`src/rtl/vote_sweep_ctrl.sv`:
```
// Self-test sequencer for the 3-of-4 vote evaluator: walks all 16 input vectors,
// compares each sampled result against the golden majority function and reports the outcome.
module vote_sweep_ctrl #(
    parameter int unsigned DWELL = 2
) (
    input  logic       clk,
    input  logic       rst_n,
    input  logic       start,
    input  logic       abort,
    input  logic       eval_out,
    output logic       A,
    output logic       B,
    output logic       C,
    output logic       D,
    output logic       busy,
    output logic       done,
    output logic       pass,
    output logic [4:0] err_cnt,
    output logic       first_err_valid,
    output logic [3:0] first_err_vec
);

    typedef enum logic [1:0] {S_IDLE, S_SWEEP, S_DONE} state_t;

    localparam logic [3:0] DWELL_LAST = 4'(DWELL - 1);

    state_t     state_q, state_d;
    logic [3:0] v_q, v_d;
    logic [3:0] dwell_q, dwell_d;
    logic       busy_q, busy_d;
    logic       done_q, done_d;
    logic       pass_q, pass_d;
    logic [4:0] err_cnt_q, err_cnt_d;
    logic       fev_q, fev_d;
    logic [3:0] fevec_q, fevec_d;

    logic       golden;
    logic       mismatch;
    logic [4:0] err_next;

    assign golden   = (v_q[3] & v_q[2] & (v_q[1] | v_q[0])) | (v_q[1] & v_q[0] & (v_q[3] | v_q[2]));
    assign mismatch = eval_out ^ golden;
    assign err_next = err_cnt_q + {4'd0, mismatch};

    always_comb begin
        state_d   = state_q;
        v_d       = v_q;
        dwell_d   = dwell_q;
        busy_d    = busy_q;
        done_d    = 1'b0;
        pass_d    = pass_q;
        err_cnt_d = err_cnt_q;
        fev_d     = fev_q;
        fevec_d   = fevec_q;
        case (state_q)
            S_IDLE: begin
                if (start) begin
                    state_d   = S_SWEEP;
                    busy_d    = 1'b1;
                    v_d       = 4'd0;
                    dwell_d   = 4'd0;
                    pass_d    = 1'b0;
                    err_cnt_d = 5'd0;
                    fev_d     = 1'b0;
                    fevec_d   = 4'd0;
                end
            end
            S_SWEEP: begin
                // abort beats a coincident sample: the final compare is dropped
                if (abort) begin
                    state_d = S_IDLE;
                    busy_d  = 1'b0;
                    v_d     = 4'd0;
                    dwell_d = 4'd0;
                end else if (dwell_q == DWELL_LAST) begin
                    err_cnt_d = err_next;
                    if (mismatch && !fev_q) begin
                        fev_d   = 1'b1;
                        fevec_d = v_q;
                    end
                    dwell_d = 4'd0;
                    if (v_q == 4'hf) begin
                        state_d = S_DONE;
                        busy_d  = 1'b0;
                        done_d  = 1'b1;
                        pass_d  = (err_next == 5'd0);
                        v_d     = 4'd0;
                    end else begin
                        v_d = v_q + 4'd1;
                    end
                end else begin
                    dwell_d = dwell_q + 4'd1;
                end
            end
            S_DONE: state_d = S_IDLE;
            default: state_d = S_IDLE;
        endcase
    end

    always_ff @(posedge clk) begin
        if (!rst_n) begin
            state_q   <= S_IDLE;
            v_q       <= 4'd0;
            dwell_q   <= 4'd0;
            busy_q    <= 1'b0;
            done_q    <= 1'b0;
            pass_q    <= 1'b0;
            err_cnt_q <= 5'd0;
            fev_q     <= 1'b0;
            fevec_q   <= 4'd0;
        end else begin
            state_q   <= state_d;
            v_q       <= v_d;
            dwell_q   <= dwell_d;
            busy_q    <= busy_d;
            done_q    <= done_d;
            pass_q    <= pass_d;
            err_cnt_q <= err_cnt_d;
            fev_q     <= fev_d;
            fevec_q   <= fevec_d;
        end
    end

    // v is held at zero outside SWEEP, so it drives the evaluator directly
    assign {A, B, C, D}    = v_q;
    assign busy            = busy_q;
    assign done            = done_q;
    assign pass            = pass_q;
    assign err_cnt         = err_cnt_q;
    assign first_err_valid = fev_q;
    assign first_err_vec   = fevec_q;

endmodule

```
`config.mk`:
```
export PLATFORM = sky130hd
export DESIGN_NAME = vote_sweep_ctrl
export DESIGN_NICKNAME = d
export VERILOG_FILES = /design/src/rtl/vote_sweep_ctrl.sv
export SDC_FILE = /design/constraint.sdc
export NUM_CORES = 1
export LEC_CHECK = 0
export ABC_AREA = 1
export BUFFER_PORTS_ARGS = -buffer_cell sky130_fd_sc_hd__buf_4
export CORE_UTILIZATION = 50
export CTS_BUF_LIST = sky130_fd_sc_hd__clkbuf_8
export DETAILED_ROUTE_END_ITERATION = 12
export GPL_TIMING_DRIVEN = 0
export PLACE_DENSITY = 0.7
export SETUP_SLACK_MARGIN = 0.3
export SLEW_MARGIN = 30
export SYNTH_ARGS = -nofsm -noshare
export SYNTH_HDL_FRONTEND = slang
export SYNTH_SLANG_ARGS = --single-unit
```
`constraint.sdc`:
```
create_clock -name clk -period 4.7 [get_ports clk]
set_clock_uncertainty 0.1 [all_clocks]
set_input_delay 0 -clock clk [delete_from_list [all_inputs] [get_ports clk]]
set_output_delay 0 -clock clk [all_outputs]
set_load 0.02 [all_outputs]
```
# Yosys cells after proc, flatten, opt, wreduce, memory -nomap -nowiden
# Cells that the tools add are included.
# totals
register_bits	23
in_bits	5
out_inout_bits	17
wordCells	82
# op_classes
addsub	3
n_eq_ne	10
muxes	36
bitwise	11
reduce_logical	13
# op_table
operator	count
4-bit 2-to-1 mux	9
4-bit case mux with 2 select lines	3
5-bit 2-to-1 mux	3
1-bit 2-to-1 mux	12
2-bit != test (second input constant)	5
5-bit case mux with 2 select lines	1
5-bit AND reduction	2
4-bit by 1-bit adder with 4-bit output (second input constant)	2
2-bit 2-to-1 mux	4
4-bit AND reduction	2
3-bit != test (second input constant)	2
1-bit case mux with 2 select lines	3
3-bit AND reduction	2
5-bit by 1-bit adder with 5-bit output	1
5-bit zero test	1
1-bit bitwise AND	4
4-bit by 1-bit equality test with 1-bit output (second input constant)	1
4-bit equality test (second input constant)	1
2-bit case mux with 2 select lines	1
4-bit OR reduction	1
1-bit NOT	3
1-bit bitwise OR	3
2-bit by 1-bit equality test with 1-bit output (second input constant)	1
2-bit zero test	1
other kinds (5)	5

# Logic depth before layout (Yosys ltp)
# depth
ltp_word	10
mapped_depth	14
ltp_nobuf	14

# Least setup slack after synthesis
# OpenSTA, ideal clock, no wires.
# synth_timing
path_type	reg-to-reg
start	register v_q[1]
end	register pass_q (netlist: pass)
setup_ps	70
t_arrival_ps	1913
required_ps	4530
path_slack_ps	2617
path_stages_with_launch	15
path_buffers	0
synth_period_minus_slack_ps	2083
cell_sequence	dfxtp_1 inv_1 ha_1 inv_1 nand3_2 nand2_1 nand2_1 nand2_2 ha_1 ha_1 nand3_1 xnor2_1 inv_1 nand4_1 a21oi_1
# synth_between
elab_chain_len	10
elab_cells_between_ends	15
classes_between	add/sub: 1; eq/ne: 2; mux: 4; bitwise: 6; reduce/logical: 2
# synth_rtl
element	line	rtl
start: declaration	28	logic [3:0] v_q, v_d;
start signal: assignment	113	v_q <= v_d;
1-bit bitwise OR or 1-bit bitwise AND (tied branches)	41	assign golden = (v_q[3] & v_q[2] & (v_q[1] | v_q[0])) | (v_q[1] & v_q[0] & (v_q[3] | v_q[2]));
1-bit bitwise AND	41	
1-bit bitwise OR	41	
1-bit bitwise XOR	42	assign mismatch = eval_out ^ golden;
5-bit by 1-bit adder with 5-bit output	43	assign err_next = err_cnt_q + {4'd0, mismatch};
5-bit zero test	86	pass_d = (err_next == 5'd0);
1-bit 2-to-1 mux	82	if (v_q == 4'hf) begin
1-bit 2-to-1 mux	75	end else if (dwell_q == DWELL_LAST) begin
1-bit 2-to-1 mux	70	if (abort) begin
1-bit case mux with 2 select lines	55	case (state_q)
end signal: assignment	117	pass_q <= pass_d;
end: declaration	32	logic pass_q, pass_d;
# Several ways; a longest one is shown, not always the timed one. The select of a mux whose other input is x is not followed.
# A chain may end at the register's enable or synchronous reset.

# Worst setup path in the final report
# Ends and elaborated chain as after synthesis.

==> results.txt <==
The run finished with clean final reports. The finished layout holds about 200 standard cells, fillers aside. The final HPWL from detailed placement came out at 1.75 mm. In the post-synthesis netlist, the biggest area contributors are sky130_fd_sc_hd__dfxtp_1, sky130_fd_sc_hd__nand2_1, sky130_fd_sc_hd__ha_1, sky130_fd_sc_hd__nor2_1, sky130_fd_sc_hd__nand3_1. The remaining routing DRC violations is 0. The insertion delay to the later sink of the worst-skew pair came out at 0.26 ns. In this run the static leakage power is between 0.6 and 0.7 nW. The number of CTS-inserted buffers came out at 3. The slowest stage of the critical path is the sky130_fd_sc_hd__dfxtp_1 cell. The total track usage is 20.4%. The worst slew margin relative to its limit came out at a little over two thirds. The endpoint type of the worst setup path is a flip-flop.

The worst path uses 45.6% of the clock period. The number of buffers on the longest clock path is 2. The top-level port count is 22.

The count of input and output buffers came out at 21. The time the worst path needs with I/O delays and setup came out at 2.14 ns. The post-detailed-routing wire length is 2.27 mm. The total global routing overflow is 0. The total of max-cap violations is 0. Counting every sink on the clock net gives 23. The number of global-route vias before repair came out at between 900 and 1k. In this run the most critical hold path is launched from eval_out. Setup violations remaining at the end of the flow were counted as 0. The data arrival time of the worst path is 2.25 ns.

The cell count after synthesis came out at 146. Once layout is complete, the utilization of the core stands at 68.7%. The area of the core came out at 0.00206 mm².

In the layout the commonest cells are sky130_fd_sc_hd__dfxtp_1, sky130_fd_sc_hd__nand2_1, sky130_fd_sc_hd__buf_4. The count of H-tree levels built during CTS came out at 1. The endpoint with the worst hold slack is first_err_valid.

The maximum net fanout on the critical path came out at 5. The violation count after the first detailed-route iteration came out at 18. The number of pins with negative max-slew slack in the final report is 0. The die height came out at between 40 and 50 µm.

The maximum number of pins on one net before global-route repair came out at 14. The count of nets left with antenna violations after detail routing is 0. Before antenna repair, the detailed router went through 4 iterations. The routed via count is approximately 1.0k.

The count of warnings emitted by yosys came out at 0. The count of cells along the worst register-to-register path is 14. The final weighted congestion in routability-driven placement is 0.812. After clock tree synthesis, the clock-pin slew on the worst setup and hold paths is 0.08 ns. The number of setup buffers added after CTS is 0. The die boundary width is 49.9 µm. The number of failing hold endpoints at the final stage is 0. The via density per instance is 5.04. The startpoint-to-endpoint class of the critical path is reg -> reg. Across all register-to-register paths, the minimum setup slack is 2.56 ns. The floorplan step defined a die boundary enclosing 0.00249 mm².

STA classifies the critical path startpoint as a flip-flop. The tree is rooted in a sky130_fd_sc_hd__clkbuf_8. The power density over cell area came out at 311 mW/mm². The cell count after placement came out at 194. Sequential elements use 40.1% of the synthesized area.

The total inserted antenna cells came out at 0. The fraction of layout instances using a drive strength above 1 is 25.3%. In this run the cell area of the synthesized design comes to 0.00115 mm². TritonCTS built the clock tree. The routed wirelength normalized by instance count is about 11 µm.

The starting density of the core came out at 55.7%. The share of the synthesized area in the top cell type came out at between 40% and 50%. The startpoint of the worst register-to-register path is v_q[1].

Traced cell by cell, the critical path runs through inv_1 > ha_1 > inv_1 > nand3_2 > nand2_1 > nand2_1 > nand2_2 > ha_1 > ha_1 > nand3_1 > xnor2_1 > inv_1 > nand4_1 > a21oi_1. The post-synthesis sequential element count is 23. Yosys mapped the design onto 23 distinct sky130hd cell types.

The total negative slack is 0 ns. In this run, post-CTS repair resized a total of 0 instances. The number of inserted filler cells in the final layout came out at 181. The library cell used most frequently in the layout, excluding fill and tap cells, is sky130_fd_sc_hd__dfxtp_1.

The hold-critical path depth came out at 6. The total number of placement rows is 16. The net count of the finished layout is 186. For the pin with the worst max-slew slack, the measured transition is 0.441 ns. The tightest min-delay check is of the in -> reg type. The required time of the critical path came out at 4.80 ns. The first global-routing pass estimated 3.87 mm of wire. The initial antenna violation count came out at 0.

The synthesized area per cell came out at 7.87 µm². Summed over all instances, the cell type with the most area after synthesis is sky130_fd_sc_hd__dfxtp_1. The worst-case IR drop observed on VDD is 0.220 mV. Setup repair after global routing left no endpoint under its margin. Based on the critical path, the design can be clocked at up to ~470 MHz. The maximum single-stage delay on the critical path is 0.42 ns.

The number of nets in the synthesized netlist is 157. The endpoint identified for the worst register-to-register timing path is pass. The growth of design area from synthesis to finish is 23.3%.
==> worst max-delay path, delay by kind of cell (launching register included) <==
kind            cells  cell delay (ns)
fa+ha+maj           3             0.54
simple gates        6             0.54
flops               1             0.42
buf+inv             3             0.23
xor+xnor            1             0.14
compound gates      1             0.12
==> layer usage <==
layer  track usage, %  vias to the layer above  part of all wire, %
met1             26.0                      453                   51
met4             8.57                        0                  1.6
met3             3.70                        5                  2.6
met2             33.6                       19                   44
met5                0                        -                    0
li1                 -                      536                    -
==> state kept, by name, summed over array words and instances, names as in the netlist <==
| name | cells |
|---|---|
| first_err_valid | 1 |
| dwell_q | 4 |
| state_q | 2 |
| v_q | 4 |
| pass | 1 |
| first_err_vec | 4 |
| done | 1 |
| busy | 1 |
| err_cnt | 5 |
==> worst max path at each step <==
stage           start   end  slack (ns)
3_5_place_dp   v_q[1]  pass        2.57
5_1_grt        v_q[1]  pass        2.35
6_report       v_q[1]  pass        2.56
2_1_floorplan  v_q[1]  pass        2.62
3_3_place_gp   v_q[1]  pass        2.64
4_1_cts        v_q[1]  pass        2.54
==> timing repair <==
action	4_1_cts	5_1_grt
hold buffers	3	0
hold endpoints to repair	9	0
setup endpoints to repair	0	0
==> per-stage QoR <==
step / hold WS (ns) / setup WS [ns] / total power, mW / cell area (µm²)
final: 0.0547 / 2.56 / 0.440 / 1420
after global routing: 0.0982 / 2.35 / 0.469 / 1420
after CTS: 0.0507 / 2.54 / 0.447 / 1420
after detailed placement: 0.212 / 2.57 / 0.321 / 1340
after global placement: 0.200 / 2.64 / 0.319 / 1340
after floorplan: 0.0348 / 2.62 / 0.289 / 1150
==> cell type report <==
type | count | area [µm²] | share of cell area (%)
Multi-Input combinational cell | 104 | 617 | 43.6
Clock inverter | 1 | 5.00 | 0.353
Clock buffer | 3 | 41.3 | 2.92
Timing Repair Buffer | 24 | 188 | 13.3
Tap cell | 27 | 33.8 | 2.39
Sequential cell | 23 | 460 | 32.5
Inverter | 19 | 71.3 | 5.04
==> power breakdown <==
group	switching, mW	internal, mW	total [mW]	leakage [nW]
Combinational	0.0605	0.0388	0.0993	0.454
Sequential	0.0114	0.207	0.219	0.188
Clock	0.0634	0.0592	0.123	0.0255
Total	0.135	0.305	0.440	0.667
==> Yosys cell counts (all sizes together) <==
cell type / count
nand2: 29
dfxtp: 23
inv: 19
nor2: 17
nand3: 15
a21oi: 9
o21ai: 9
ha: 6
xor2: 5
nand4: 3
a31oi: 2
nor4: 2
o211a: 2
xnor2: 2
a211oi: 1
a21boi: 1
or2: 1
==> cells by family after synthesis <==
family,synth area share [%]
simple gates,29.8
flops,40.1
xor+xnor,5.34
compound gates,12.0
buf+inv,6.21
fa+ha+maj,6.54
(Power assumes the default switching activity.)
